`src/rtl/window_serializer.sv`:
```
// Captures one parallel window per handshake and streams its elements out one per
// strobe, with optional idle gaps between elements, consumer hold and flush.
module window_serializer #(
  parameter int pDATA_W          = 8,
  parameter int pNUM_OF_ELEMENTS = 9,
  parameter int pGAP_CYCLES      = 0
) (
  input  logic                                iclk,
  input  logic                                irst,
  input  logic [pNUM_OF_ELEMENTS*pDATA_W-1:0] iwindow,
  input  logic                                iwindow_valid,
  output logic                                owindow_ready,
  input  logic                                ihold,
  input  logic                                iflush,
  output logic [pDATA_W-1:0]                  odata,
  output logic                                odata_en,
  output logic                                odata_last,
  output logic                                obusy
);
  localparam int IDX_W = $clog2(pNUM_OF_ELEMENTS);
  localparam logic [IDX_W-1:0] LAST_IDX = IDX_W'(pNUM_OF_ELEMENTS - 1);
  localparam logic [3:0] GAP_LAST = 4'((pGAP_CYCLES > 0) ? pGAP_CYCLES - 1 : 0);

  typedef enum logic [1:0] {IDLE, SEND, GAP} state_t;

  state_t             state_reg;
  logic [IDX_W-1:0]   idx_reg;
  logic [3:0]         gap_cnt_reg;
  logic [pDATA_W-1:0] odata_reg;
  logic               odata_en_reg;
  logic               odata_last_reg;
  logic               obusy_reg;
  logic [pDATA_W-1:0] win_elem [pNUM_OF_ELEMENTS];
  logic [pDATA_W-1:0] buf_reg  [pNUM_OF_ELEMENTS];
  logic               accept;

  generate
    for (genvar gi = 0; gi < pNUM_OF_ELEMENTS; gi++) begin : g_unpack
      assign win_elem[gi] = iwindow[gi*pDATA_W +: pDATA_W];
    end
  endgenerate

  assign owindow_ready = (state_reg == IDLE) && !irst && !iflush;
  assign accept        = iwindow_valid && owindow_ready;

  // The stored copy decouples emission from whatever the producer drives next.
  always_ff @(posedge iclk) begin
    if (accept) begin
      buf_reg <= win_elem;
    end
  end

  always_ff @(posedge iclk) begin
    if (irst) begin
      state_reg      <= IDLE;
      idx_reg        <= '0;
      gap_cnt_reg    <= '0;
      odata_reg      <= '0;
      odata_en_reg   <= 1'b0;
      odata_last_reg <= 1'b0;
      obusy_reg      <= 1'b0;
    end else if (iflush) begin
      state_reg      <= IDLE;
      idx_reg        <= '0;
      odata_en_reg   <= 1'b0;
      odata_last_reg <= 1'b0;
      obusy_reg      <= 1'b0;
    end else begin
      case (state_reg)
        IDLE: begin
          odata_en_reg   <= 1'b0;
          odata_last_reg <= 1'b0;
          if (accept) begin
            state_reg <= SEND;
            idx_reg   <= '0;
            obusy_reg <= 1'b1;
          end
        end
        SEND: begin
          if (ihold) begin
            odata_en_reg   <= 1'b0;
            odata_last_reg <= 1'b0;
          end else begin
            odata_reg      <= buf_reg[idx_reg];
            odata_en_reg   <= 1'b1;
            odata_last_reg <= (idx_reg == LAST_IDX);
            if (idx_reg == LAST_IDX) begin
              state_reg <= IDLE;
              idx_reg   <= '0;
              obusy_reg <= 1'b0;
            end else begin
              idx_reg <= idx_reg + IDX_W'(1);
              if (pGAP_CYCLES > 0) begin
                state_reg   <= GAP;
                gap_cnt_reg <= '0;
              end
            end
          end
        end
        GAP: begin
          // Gap timing is fixed; hold only matters once we are back in SEND.
          odata_en_reg   <= 1'b0;
          odata_last_reg <= 1'b0;
          if (gap_cnt_reg == GAP_LAST) begin
            state_reg <= SEND;
          end else begin
            gap_cnt_reg <= gap_cnt_reg + 4'd1;
          end
        end
        default: begin
          state_reg <= IDLE;
          obusy_reg <= 1'b0;
        end
      endcase
    end
  end

  assign odata      = odata_reg;
  assign odata_en   = odata_en_reg;
  assign odata_last = odata_last_reg;
  assign obusy      = obusy_reg;

endmodule

```
`config.mk`:
```
export PLATFORM = sky130hd
export DESIGN_NAME = window_serializer
export DESIGN_NICKNAME = d
export VERILOG_FILES = /design/src/rtl/window_serializer.sv
export SDC_FILE = /design/constraint.sdc
export NUM_CORES = 1
export LEC_CHECK = 0
export BUFFER_PORTS_ARGS = -buffer_cell sky130_fd_sc_hd__clkbuf_2
export CORE_AREA = 2 2 89 91
export DETAILED_ROUTE_END_ITERATION = 6
export DIE_AREA = 0 0 91 93
export GPL_TIMING_DRIVEN = 0
export MAX_ROUTING_LAYER = met4
export PLACE_DENSITY_LB_ADDON = 0.3
export SLEW_MARGIN = 20
export SYNTH_ARGS = -nofsm -noshare
export SYNTH_HDL_FRONTEND = slang
export SYNTH_SLANG_ARGS = --single-unit
```
`constraint.sdc`:
```
create_clock -name iclk -period 15.35 [get_ports iclk]
set_clock_uncertainty 0.1 [all_clocks]
set_input_delay 0 -clock iclk [delete_from_list [all_inputs] [get_ports iclk]]
set_output_delay 0 -clock iclk [all_outputs]
set_load 0.01 [all_outputs]
```
After elaboration in Yosys (flattened, before gate mapping)
Cells that the tools add are included.
{"block": "op_classes", "n_addsub": 2, "order_cmp": 1, "n_eq_ne": 7, "mux": 20, "bitwise_logic": 5, "n_reduce_logical": 16}
{"op": "8-bit binary-select mux with 4-bit select", "count": 1}
{"op": "8-bit 2-to-1 mux", "count": 2}
{"op": "4-bit 2-to-1 mux", "count": 3}
{"op": "3-bit AND reduction", "count": 3}
{"op": "4-bit by 1-bit adder with 4-bit output (second input constant)", "count": 2}
{"op": "2-bit 2-to-1 mux", "count": 4}
{"op": "2-bit != test (second input constant)", "count": 4}
{"op": "4-bit case mux with 2 select lines", "count": 1}
{"op": "4-bit AND reduction", "count": 2}
{"op": "2-bit case mux with 3 select lines", "count": 1}
{"op": "5-bit >= comparator (second input constant)", "count": 1}
{"op": "1-bit 2-to-1 mux", "count": 5}
{"op": "4-bit inverter with 5-bit output", "count": 1}
{"op": "4-bit == test (second input constant)", "count": 1}
{"op": "4-bit logical NOT", "count": 1}
{"op": "1-bit inverter", "count": 4}
{"op": "1-bit case mux with 2 select lines", "count": 2}
{"op": "2-bit nonzero test", "count": 2}
{"op": "2-bit OR reduction", "count": 2}
{"op": "1-bit logical AND", "count": 3}
{"op": "1-bit case mux with 3 select lines", "count": 1}
{"op": "2-bit by 1-bit == test with 1-bit output (second input constant)", "count": 1}
{"op": "2-bit == test (second input constant)", "count": 1}
{"op": "1-bit logical NOT", "count": 2}
{"op": "2-bit logical NOT", "count": 1}
{"block": "word_totals", "register_bits": 93, "word_cells": 67}

Depth between registers and ports, before layout
{"block": "logic_depth", "word_depth": 6, "depth_mapped": 6}

Worst setup path before layout
No wires, ideal clock.
{"block": "synth_path", "path_kind": "register to register", "startpoint": "reg obusy (netlist name)", "endpoint": "reg idx_reg[2]", "arrival_time_ps": 5516, "setup_slack_ps": 9609, "stages_incl_launch_ff": 6, "path_buffers": 1, "period_less_slack_ps": 5741, "cell_sequence": "dfxtp_1 -> buf_4 -> nor4b_2 -> o21ai_0 -> xor2_1 -> nor2_1"}
{"element": "end signal, assigned", "line": "92", "text": "idx_reg <= idx_reg + IDX_W'(1);"}
{"element": "end, declared", "line": "27", "text": "logic [IDX_W-1:0] idx_reg;"}

==> results list <==
- The floorplan step set the die height to between 90 and 100 um.
* Flop-to-flop setup slack: ~13 ns
- Yosys printed 0 warnings.
- Of the available clock period, the critical path in the final layout requires between 10% and 20%.
* Flop pwr share: between 50% and 60%
- Tmin final: around 2.3 ns
* Antenna Violating Nets Remaining: 0
- The first global-routing pass estimated between 10,000 and 15,000 um of wire.
- In this run the power density over the cells is 98.2 nW/um^2.
* Antenna violations before repair: 0
- Floorplan core area: around 7500 um^2
- Counting cells, the worst reg-to-reg path comes to 5.
- Final antenna diode count: 0
- The worst setup path is launched from a flop.
* Detailed-router iteration count before antenna repair: 4
- CTS buffer count: 9
- Maximum resistive drop on vdd: 57.7 uV
- Switching Fraction: between 10% and 20%
- Gr usage total: a little under a fifth
- In this run the number of H-tree levels came out at 3.
- Maximum number of pins on one net before global-route repair: 15
- Die area: 8460 um^2
- Clock latency on the worst-skew pair: 0.35 ns
- Max-cap violations in this run came to 0.
- Kind of end point of the critical path: flop
- Synthesis produced a netlist with a net count of around 280.
- Number of cells traversed by the worst hold path: 2
* Width of the chip: 91 um
* Gr ovfl total: 0
* Number of vias per cell after detailed routing: between 4 and 5
* Internal: roughly 390 uW
* Effective utilization at floorplan: approximately 44%
- Among all flip-flop cells after synthesis, the most frequent one is edfxtp_1.
- Gate count of the mapped netlist: 197
- Hold violation total from the final report: 0
- The routed layout has 2,294 vias.
* Proportion of synthesized flip-flops having asynchronous set or reset: 0%
* Final count of pins violating max slew: 0
* Final net count: ~460
- Setup violation total in the final timing report: 0
* Clock network power share: 38.2%
- Unrepaired setup endpoints after global routing: no
* Status: completed
- Power dissipated by switching net loads: about 94 uW
* Number of synthesized flops with an enable pin: between 70 and 80
- For this design the top-level I/O count stands at 89.
- In this run the tightest slew margin relative to its limit is 43.8%.
- Setup total negative slack on the finished layout was measured at 0 ns.
- Once the clock tree was built, the setup fixing pass inserted 0 buffers.
- Reg2reg end: buf_reg[36]
- Dividing the detail-routed wire length by the instance count gives about 15 um.
- Leakage: just under 2 nW
* Routability Congestion: 0.833
- The final layout contains routed wiring with a total length of between 7000 and 8000 um.
* Crit Path Class: flop to flop
- Dividing the synthesized area by the synthesized cell count gives 16.9 um^2.
- For this run, design rule violations remaining after detail routing come to 0.
- IO buf count: 88
* Floorplan row count: 32
- The root buffer cell chosen for the clock tree is clkbuf_8.
- The clock passes through at most 2 buffers.
- Clk sink count: 87
* Min-Delay Endpoint: buf_reg[47]
- Fraction of the yosys area taken by sequential cells: roughly 74%
- The synthesized design contains 87 register bits.
* Number of DRC violations after detailed-routing iteration 0: roughly 110
- The worst hold path belongs to the class primary input to flop.
- Vias in the first global route: approximately 2.4k
* Worst endpoint data arrival time: roughly 2.3 ns
- In this run the worst path has a maximum fanout of 13.
- At the pin with the least slew margin, the transition time is ~0.84 ns.
- Largest register FFs: 72
- The area growth from synthesis to layout is 49.7%.
- Utilization after layout: 66.1%
- Source of the worst hold timing path: irst
- Data required time of the worst path: ~15 ns
- The mapped netlist covers 3320 um^2.
* Clock transition time at the flip-flop clock pins of the worst setup and hold paths: roughly 0.09 ns
- FF-to-FF Start: obusy
* Highest Clock Rate: 432 MHz
- Share of cells above drive strength 1: 30.9%
- Logic pwr share: under 10%
- Detailed placement HPWL: around 4500 um
- TritonCTS built the clock tree.
- Cells resized by post-CTS repair: 0
* Synth cell types: 30
==> metrics by stage <==
stage          hold slack, ns  power, mW  worst slack (ns)  cells  cell area [um^2]
5_1_grt                0.0369      0.505             12.92    487              4980
3_5_place_dp           0.0786      0.291             13.02    393              3960
3_3_place_gp           0.0777      0.291              8.11    387              3890
2_1_floorplan         -0.0533      0.278              9.61    197              3320
6_report               0.0343      0.489             13.04    487              4980
4_1_cts                0.0149      0.489             13.01    487              4980
==> timing repair <==
| item | in CTS | in global routing |
|---|---|---|
| hold buffers | 78 | 0 |
| endpoints found under the setup margin | 0 | 0 |
| hold endpoints to repair | 76 | 0 |
==> worst max path at each step <==
stage | from | endpoint | depth (start not counted)
final | obusy | buf_reg[36] | 5
after global routing | obusy | buf_reg[27] | 5
after CTS | obusy | buf_reg[28] | 5
after detailed placement | obusy | buf_reg[28] | 5
after global placement | obusy | idx_reg[2] | 5
after floorplan | obusy | idx_reg[2] | 5
==> critical path, stage by stage (launching register included) <==
cell     delay, ns
dfxtp_1       0.32
buf_4         0.16
nor4b_4       0.77
buf_6         0.26
buf_4         0.23
buf_6         0.18
==> final cells by class <==
| type | count | area [um^2] |
|---|---|---|
| fillers | 565 | 2550 |
| flip-flops and latches | 87 | 2460 |
| repair buffers | 172 | 1280 |
| multi-input cells | 97 | 808 |
| clock buffers | 10 | 128 |
| well taps | 102 | 128 |
| clock inverters | 6 | 108 |
| plain buffers | 9 | 46.3 |
| inverters | 4 | 15.0 |
==> power groups by stage <==
stage	registers, mW	logic (mW)	clock network [mW]
after floorplan	0.270	0.00797	0
after CTS	0.263	0.0376	0.188
after global placement	0.270	0.0207	0
final	0.263	0.0383	0.187
after global routing	0.264	0.0415	0.200
after detailed placement	0.269	0.0226	0
==> logic make-up after synthesis <==
kind of cell | count (synthesis) | share of synthesized area [%]
buf+inv | 13 | 1.84
mux | 33 | 9.98
simple gates | 30 | 5.38
compound gates | 29 | 7.15
flops | 87 | 74.1
fa+ha+maj | 2 | 0.753
xor+xnor | 3 | 0.791
==> routing by layer <==
metal / track usage [%] / wire, um
met5: - / 0
met4: 5.68 / 70
met3: 4.35 / 370
met2: 32.8 / 3750
met1: 22.6 / 3150
==> layout by cell type (no fill, tap or decap), drive strengths merged <==
master / Yosys / final
a21oi: 1 / 1
a221o: 8 / 8
a22oi: 16 / 16
and2: 1 / 1
and3: 8 / 8
and4: 1 / 1
buf: 7 / 13
bufinv: 0 / 3
clkbuf: 2 / 100
clkinv: 0 / 2
dfxtp: 15 / 15
dlygate4sd3: 0 / 78
edfxtp: 72 / 72
ha: 2 / 2
inv: 4 / 5
mux2: 1 / 1
mux2i: 32 / 32
nand2b: 1 / 1
nand3b: 1 / 1
nor2: 10 / 10
nor2b: 3 / 3
nor3: 3 / 3
nor4b: 1 / 1
o211ai: 1 / 1
o21ai: 1 / 1
o221a: 1 / 1
o221ai: 1 / 1
or4b: 1 / 1
xnor2: 1 / 1
xor2: 2 / 2
==> Yosys cell counts, types with 2 or more instances <==
cell,instances,area [um^2]
mux2i_1,32,320
ha_1,2,25.0
and3_1,8,50.1
nor3_1,3,15.0
edfxtp_1,72,2160
buf_2,4,20.0
a22oi_1,16,120
xor2_1,2,17.5
buf_4,2,15.0
nor2_1,10,37.5
a221o_1,8,80.1
nor2b_1,3,18.8
clkbuf_1,2,7.51
dfxtp_1,15,300
inv_1,3,11.3
Power figures use the tool's default switching activity.
